<file path="src/rtl/reg_share_pkg.sv">
// Shared types and helpers for the reg_share_arb register-sharing arbiter.
package reg_share_pkg;

  typedef enum logic [1:0] {
    IDLE   = 2'd0,
    GRANT  = 2'd1,
    COMMIT = 2'd2
  } state_t;

  // Pointer width for an N-entry requester set; never narrower than one bit.
  function automatic int ptr_w(input int n);
    return (n < 2) ? 1 : $clog2(n);
  endfunction

endpackage

</file>
<file path="src/rtl/rr_pick.sv">
// Combinational rotating-priority picker: first set req bit at or after start wins.
module rr_pick
  import reg_share_pkg::*;
#(
  parameter int N_REQ = 4,
  parameter int PW    = ptr_w(N_REQ)
) (
  input  logic [N_REQ-1:0] req,
  input  logic [PW-1:0]    start,
  output logic [N_REQ-1:0] onehot,
  output logic [PW-1:0]    idx,
  output logic             any
);

  int s;

  always_comb begin
    onehot = '0;
    idx    = '0;
    any    = 1'b0;
    s      = 0;
    for (int k = 0; k < N_REQ; k++) begin
      s = int'(start) + k;
      if (s >= N_REQ) s = s - N_REQ;
      if (!any && req[s]) begin
        any       = 1'b1;
        onehot[s] = 1'b1;
        idx       = PW'(s);
      end
    end
  end

endmodule

</file>
<file path="src/rtl/reg_share_arb.sv">
// Arbiter/sequencer sharing one W-bit register between N_REQ requesters.
// Define REG_SHARE_FIXED_PRIO_EN for fixed lowest-index priority instead of round-robin.
module reg_share_arb
  import reg_share_pkg::*;
#(
  parameter int         N_REQ   = 4,
  parameter int         W       = 8,
  parameter logic [W-1:0] RST_VAL = '0
) (
  input  logic               clk,
  input  logic               rst,
  input  logic [N_REQ-1:0]   req,
  input  logic [N_REQ*W-1:0] wdata,
  output logic [N_REQ-1:0]   gnt,
  output logic [N_REQ-1:0]   ack,
  output logic [W-1:0]       q,
  output logic               q_valid,
  output logic               busy
);

  // state  | meaning
  // IDLE   | waiting for any req; picks a winner when one appears
  // GRANT  | gnt high; commits if winner still requests, else withdraws
  // COMMIT | ack high for one cycle; requester drops req now

  localparam int PW = ptr_w(N_REQ);

  state_t           state;
  logic [PW-1:0]    win_idx;
  logic [PW-1:0]    start;
  logic [N_REQ-1:0] pick_onehot;
  logic [PW-1:0]    pick_idx;
  logic             pick_any;

`ifdef REG_SHARE_FIXED_PRIO_EN
  assign start = '0;
`else
  logic [PW-1:0] ptr;
  // Search begins just past the last winner, wrapping to index 0.
  assign start = (ptr == PW'(N_REQ - 1)) ? '0 : ptr + 1'b1;
`endif

  rr_pick #(
    .N_REQ (N_REQ),
    .PW    (PW)
  ) u_pick (
    .req    (req),
    .start  (start),
    .onehot (pick_onehot),
    .idx    (pick_idx),
    .any    (pick_any)
  );

  assign busy = (state != IDLE);

  always_ff @(posedge clk or negedge rst) begin
    if (!rst) begin
      state   <= IDLE;
      win_idx <= '0;
      gnt     <= '0;
      ack     <= '0;
      q       <= RST_VAL;
      q_valid <= 1'b0;
`ifndef REG_SHARE_FIXED_PRIO_EN
      ptr     <= PW'(N_REQ - 1);
`endif
    end else begin
      case (state)
        IDLE: begin
          ack <= '0;
          if (pick_any) begin
            gnt     <= pick_onehot;
            win_idx <= pick_idx;
            state   <= GRANT;
          end
        end
        GRANT: begin
          gnt <= '0;
          if (req[win_idx]) begin
            q       <= wdata[int'(win_idx)*W +: W];
            q_valid <= 1'b1;
            ack     <= gnt;
`ifndef REG_SHARE_FIXED_PRIO_EN
            ptr     <= win_idx;
`endif
            state   <= COMMIT;
          end else begin
            state <= IDLE;
          end
        end
        COMMIT: begin
          ack   <= '0;
          state <= IDLE;
        end
        default: begin
          gnt   <= '0;
          ack   <= '0;
          state <= IDLE;
        end
      endcase
    end
  end

endmodule
</file>
<file path="config.mk">
export PLATFORM = sky130hd
export DESIGN_NAME = reg_share_arb
export DESIGN_NICKNAME = d
export VERILOG_FILES = /design/src/rtl/reg_share_pkg.sv /design/src/rtl/rr_pick.sv /design/src/rtl/reg_share_arb.sv
export SDC_FILE = /design/constraint.sdc
export NUM_CORES = 1
export LEC_CHECK = 0
export ABC_CLOCK_PERIOD_IN_PS = 3200
export CAP_MARGIN = 0
export CORE_MARGIN = 8
export CORE_UTILIZATION = 44
export CTS_CLUSTER_SIZE = 24
export DETAILED_ROUTE_END_ITERATION = 8
export PLACE_DENSITY = 0.78
export SLEW_MARGIN = 20
export SYNTH_ARGS = -nofsm -noshare
export SYNTH_HDL_FRONTEND = slang
export SYNTH_SLANG_ARGS = --single-unit
export TNS_END_PERCENT = 10
</file>
<file path="constraint.sdc">
create_clock -name clk -period 3.2 [get_ports clk]
set_input_delay 0.48 -clock clk [delete_from_list [all_inputs] [get_ports clk]]
set_output_delay 0.48 -clock clk [all_outputs]
set_load 0.03 [all_outputs]
</file>
==> flow_summary.yaml, run 1 <==
outcome:
  status: "finished, final reports clean"
global_routing:
  grtUsageMet2_pct: 27.0
  grtUsageTotal_pct: 15.4
  grt_overflow: 0
  antenna_found_initial: 0
  grt_max_degree: 24
  grt_pass1_vias: 1336
  global_route.usage.met3_pct: 2.96
  grt.busiest_layer: "met2"
  grt_first_pass_wirelength_um: 6610
  grt.met1_usage_pct: 18.5
power:
  swShare_pct: 46.8
  seqPwrFrac_pct: 26.1
  clkPwrFrac_pct: 6.9
  ir_worst_vdd_v: 0.000471
  cellPowerDensity_mw_per_mm2: 929
  switchingPower_uw: 915
  p_leak_nw: 0.867
  finalPower_mw: 1.95
  p_int_mw: 1.04
  power_frac_comb_pct: 67.0
setup_path:
  required_ps: 3400
  r2r_end: "win_idx[1]"
  reg2reg_depth: 7
  critPathCaptureType: "flop"
  r2r_slack_ps: 290
  r2r_start: "ptr[0]"
  startpoint_type: "flop"
  crit_fanout: 13
  crit_arrival_ps: 3110
  critPathKind: "flop to flop"
place:
  dp_cells: 233
  dp_hpwl_um: 3270
  placement.io_buffers: 55
  place_ws_ps: 322
  place.gp.congestion: 0.774
sta:
  period_minus_slack_ps: 2910
  slew_headroom_pct: 64.2
  tightest_slew_ps: 536
  timing.final.hold_violations: 0
  finalSetupViolations: 0
  post-route-period-util_pct: 90.9
  setup_tns_ps: 0
  finClkSkew_ps: 9.69
  rsz0062_at_grt: "false"
  fmax_ghz: 0.344
  worst_hold_slack_ps: 118
  setup_slack_ps: 293
  slew_viol_final: 0
synthesis:
  synth_edf_count: 0
  yosysMostFrequentCell: "nand2_1"
  ys_seq_area_share_pct: 38.7
  netlist_instances: 137
  syn_nets: 183
  yosysWarnings: 0
  async_flop_share_pct: 100
  synth_area_mm2: 0.00149
  synth_top_family_by_area: "multiplexers"
  synth-xor-area-share_pct: 0
  yosysTopAreaCell: "dfrtp_1"
  synth_commonest_cells: "nand2_1, dfrtp_1, mux4_2"
  synth_top_area_share_pct: 35.2
  synth_cell_types: 33
  synth_fa_ha_area_share_pct: 6.71
  avgSynthCellArea_um2: 10.9
  synth-simple-area-share_pct: 16.6
  synth.area.mux_share_pct: 22.0
  synth-compound-area-share_pct: 12.6
  ys_ff_latch: 23
  yosys-top-cells-area: "dfrtp_1, mux4_2, nand2_1"
  synth_top_flop_cell: "dfrtp_1"
finish:
  fillers: 286
  nets: 238
  antenna_cells: 0
  drive_gt1_share_pct: 15.2
  finalNonFillerCells: 237
  area_delta_synth_final_pct: 40.9
floorplan:
  start_util_pct: 45.1
  die_y_um: 74.2
  die_w_um: 74.2
  std_cell_rows: 21
  dieArea_mm2: 0.00551
  coreArea_mm2: 0.00331
  io_pins: 56
clock_tree:
  cts_resized: 0
  path_clk_slew_ps: 130
  clock_latency_ps: 310
  cts_sinks: 23
  h-tree-depth: 1
  ctsHoldBuffers: 0
  clockBufferDepth: 2
  numCtsBuffers: 3
  cts_tree: "yes"
  cts_setup_buffers: 0
  cts-root-buf: "clkbuf_4"
routing:
  routed_wl_um: 4080
  drc: 0
  first_pass_iters: 4
  ant_nets: 0
  num_vias: 1293
  drtIter0Drc: 113
  routed_via_density: 5.46
  wl_per_cell_um: 17.2
hold_path:
  hp-class: "input pin to asynchronous set/reset pin"
run:
  cap_violations: 0
==> routing by layer <==
layer | share of wire, % | vias to the layer above
li1 | - | 609
met1 | 40 | 643
met2 | 55 | 35
met3 | 4.6 | 6
met4 | 1.1 | 0
met5 | 0 | -
==> registers in the layout, indices dropped and copies added (netlist names) <==
name     count
win_idx      2
q_valid      1
gnt          4
q            8
state        2
ack          4
ptr          2
==> worst max-delay path, stage by stage (launching register included) <==
cell,delay [ps]
dfstp_2,620
inv_1,130
ha_1,390
mux4_2,660
nor4_2,360
or2_1,290
inv_2,70
mux2_4,300
==> stage by stage <==
stage / area, um2 / utilization, %
floorplan: 1490 / -
finish: 2100 / 63.5
global route: 2100 / 63.5
detailed placement: 2080 / 62.8
CTS: 2110 / 63.7
global placement: 2080 / 62.8
==> layout make-up <==
| type | instances | area, um2 | share of cell area (%) |
|---|---|---|---|
| clock buffers | 3 | 22.5 | 1.07 |
| clock inverters | 1 | 5.00 | 0.238 |
| inverters | 6 | 22.5 | 1.07 |
| multi-input cells | 102 | 865 | 41.1 |
| flip-flops and latches | 23 | 578 | 27.5 |
| well taps | 46 | 57.6 | 2.74 |
| repair buffers | 56 | 553 | 26.3 |
==> power by group through the flow <==
| stage | logic, mW | registers, mW | clock network [mW] |
|---|---|---|---|
| finish | 1.31 | 0.510 | 0.135 |
| global route | 1.42 | 0.526 | 0.154 |
| global placement | 1.28 | 0.509 | 0 |
| detailed placement | 1.31 | 0.518 | 0 |
| CTS | 1.31 | 0.512 | 0.138 |
| floorplan | 0.828 | 0.617 | 0 |
==> worst max-delay path by stage <==
| stage | start | end | slack, ps | depth (start not counted) |
|---|---|---|---|---|
| after global routing | ptr[0] | win_idx[1] | 110 | 7 |
| after global placement | ptr[0] | win_idx[1] | 390 | 7 |
| after floorplan | ptr[0] | win_idx[1] | 630 | 9 |
| after detailed placement | ptr[0] | win_idx[1] | 320 | 7 |
| final | ptr[0] | win_idx[1] | 290 | 7 |
| after CTS | ptr[0] | win_idx[1] | 300 | 7 |
==> logic make-up after synthesis <==
group / count (synthesis)
multiplexers: 16
adder cells (fa/ha/maj): 8
flip-flops: 23
buffers and inverters: 12
AND/OR/NAND/NOR: 51
AO/OA/AOI/OAI: 27
==> placed cells by master, fill, tap and decap left out, types with 2 or more instances in the layout <==
| cell | synthesis | layout |
|---|---|---|
| clkdlybuf4s50_1 | 0 | 54 |
| a221oi_1 | 4 | 4 |
| inv_2 | 2 | 2 |
| o21ai_1 | 2 | 2 |
| dfstp_2 | 2 | 2 |
| nand3b_1 | 5 | 5 |
| nand2_1 | 32 | 32 |
| a22o_1 | 4 | 4 |
| ha_1 | 8 | 8 |
| inv_1 | 4 | 4 |
| o21ai_0 | 3 | 3 |
| o2bb2ai_1 | 4 | 4 |
| mux4_2 | 13 | 13 |
| dfrtp_1 | 21 | 21 |
| nor2_1 | 5 | 5 |
| clkbuf_4 | 0 | 3 |
| a21oi_1 | 8 | 8 |
(Power assumes the default switching activity.)
==> run 2: changes to the inputs <==
--- a/config.mk
+++ b/config.mk
@@ -5,14 +5,14 @@
 export SDC_FILE = /design/constraint.sdc
 export NUM_CORES = 1
 export LEC_CHECK = 0
-export ABC_CLOCK_PERIOD_IN_PS = 3200
+export ABC_CLOCK_PERIOD_IN_PS = 2750
 export CAP_MARGIN = 0
 export CORE_MARGIN = 8
 export CORE_UTILIZATION = 44
 export CTS_CLUSTER_SIZE = 24
 export DETAILED_ROUTE_END_ITERATION = 8
 export PLACE_DENSITY = 0.78
-export SLEW_MARGIN = 20
+export SLEW_MARGIN = 5
 export SYNTH_ARGS = -nofsm -noshare
 export SYNTH_HDL_FRONTEND = slang
 export SYNTH_SLANG_ARGS = --single-unit
==> constraint.sdc (replaced) <==
create_clock -name clk -period 2.75 [get_ports clk]
set_input_delay 0.4125 -clock clk [delete_from_list [all_inputs] [get_ports clk]]
set_output_delay 0.4125 -clock clk [all_outputs]
set_load 0.03 [all_outputs]
==> run 2 against run 1 <==
Net effect: clock skew fell by 0.82 ps; power rose by 24%; fmax rose by 9.9%; design area rose by 4.5%; critical endpoint unchanged; core utilization rose by 2.8 points; register-to-register slack got worse by 190 ps; critical path depth did not move.
==> flow_summary.yaml, run 2 (synthesis gave the netlist of run 1 again) <==
finish:
  multi_input_area_um2: 902
  regMostFlops: "q"
  nets: 246
  largest_register_ffs: 8
  design_area_mm2: 0.00220
  ff_latch_area_um2: 578
  final_common_cell: "clkdlybuf4s50_1"
  reg_top3: "q (8), ack (4), gnt (4)"
  area_delta_synth_final_pct: 47.2
  final_cell_mix: "clkdlybuf4s50_1, nand2_1, dfrtp_1"
  antenna_cells: 0
  fillers: 271
  final_util_pct: 66.4
  drive_gt1_share_pct: 18.1
sta:
  finClkSkew_ps: 8.87
  fmax_ghz: 0.378
  setup_tns_ps: 0
  rsz0062_at_grt: "false"
  period_minus_slack_ps: 2650
  timing.final.hold_violations: 0
  slew_headroom_pct: 66.1
  post-route-period-util_pct: 96.2
  tightest_slew_ps: 509
  slew_viol_final: 0
  finalSetupViolations: 0
  worst_hold_slack_ps: 438
routing:
  num_vias: 1350
  wl_per_cell_um: 17.4
  ant_nets: 0
  routed_via_density: 5.51
  drtIter0Drc: 74
  drc: 0
  routed_wl_um: 4270
  first_pass_iters: 4
setup_path:
  crit_family: "multiplexers"
  crit_fanout: 7
  r2r_start: "ptr[0]"
  critPathCaptureType: "flop"
  cp_slowest_cell: "dfstp_2"
  cp_cell_sequence: "inv_1 > ha_2 > mux4_2 > nor4_4 > or2_1 > inv_2 > mux2_4"
  critPathMaxStageDelay_ps: 620
  path_buf_inv: 2
  startpoint_type: "flop"
  critPathKind: "flop to flop"
  required_ps: 2950
  crit_path_start: "ptr[0]"
  crit_arrival_ps: 2850
power:
  cellPowerDensity_mw_per_mm2: 1100
  p_leak_nw: 0.908
  ir_worst_vdd_v: 0.000564
  finalPower_mw: 2.41
global_routing:
  grtUsageTotal_pct: 16.0
  grt_overflow: 0
  grt_pass1_vias: 1371
  antenna_found_initial: 0
  grt_max_degree: 24
  grt_first_pass_wirelength_um: 6770
hold_path:
  hp-class: "input pin to asynchronous set/reset pin"
floorplan:
  start_util_pct: 45.1
  io_pins: 56
  die_y_um: 74.2
  dieArea_mm2: 0.00551
  coreArea_mm2: 0.00331
  die_w_um: 74.2
  std_cell_rows: 21
clock_tree:
  clockBufferDepth: 2
  clock_latency_ps: 310
  h-tree-depth: 1
  numCtsBuffers: 3
  ctsHoldBuffers: 0
  path_clk_slew_ps: 120
  cts_sinks: 23
  cts_tree: "yes"
  cts-root-buf: "clkbuf_4"
place:
  placement.io_buffers: 55
  postPlaceCellArea_mm2: 0.00213
  dp_hpwl_um: 3350
  place.gp.congestion: 0.910
run:
  cap_violations: 0
outcome:
  status: "finished, final reports clean"
-- run 2: worst register-to-register path: stages, from the launching register on --
cell,delay (ps)
dfstp_2,620
inv_1,120
ha_2,390
mux4_2,600
nor4_4,310
or2_1,180
inv_2,50
mux2_4,280
-- run 2: cell type report --
cell class              instances  share of cell area (%)
repair buffers                 63                    27.8
inverters                       6                    1.03
well taps                      46                    2.62
clock buffers                   4                    1.20
multi-input cells             103                    41.1
flip-flops and latches         23                    26.3
-- run 2: where the power goes --
group          internal (mW)  switching (mW)
sequential             0.476           0.125
clock                 0.0566          0.0970
combinational          0.776           0.882
-- run 2: path summary, 6_finish.rpt --
check,end,slack [ps],depth (start not counted)
max,win_idx[1],100,7
min,q[3],440,2
max reg2reg,win_idx[1],100,7
min reg2reg,q[1],500,2
max in group asynchronous,ptr[1],2030,2
min in group clk,q[1],500,2
-- run 2: per-layer routing --
metal | global-route usage, % | part of all wire, % | vias to the layer above
met5 | 0 | 0 | -
met3 | 2.43 | 3.9 | 2
met1 | 20.6 | 42 | 679
met2 | 26.7 | 53 | 28
met4 | 5.22 | 0.70 | 0
li1 | - | - | 641
-- run 2: repair_timing --
action | in CTS | in global routing
endpoints found under the setup margin | 0 | 6
buffers inserted | 0 | 1
resized for setup | 0 | 3
hold endpoints to repair | 0 | 0
-- run 2: through the flow --
step / worst slack [ps] / std cells
finish: 104 / 245
global route: 10.8 / 245
CTS: 29.6 / 243
detailed placement: 56.5 / 239
global placement: 133 / 239
floorplan: 185 / 137
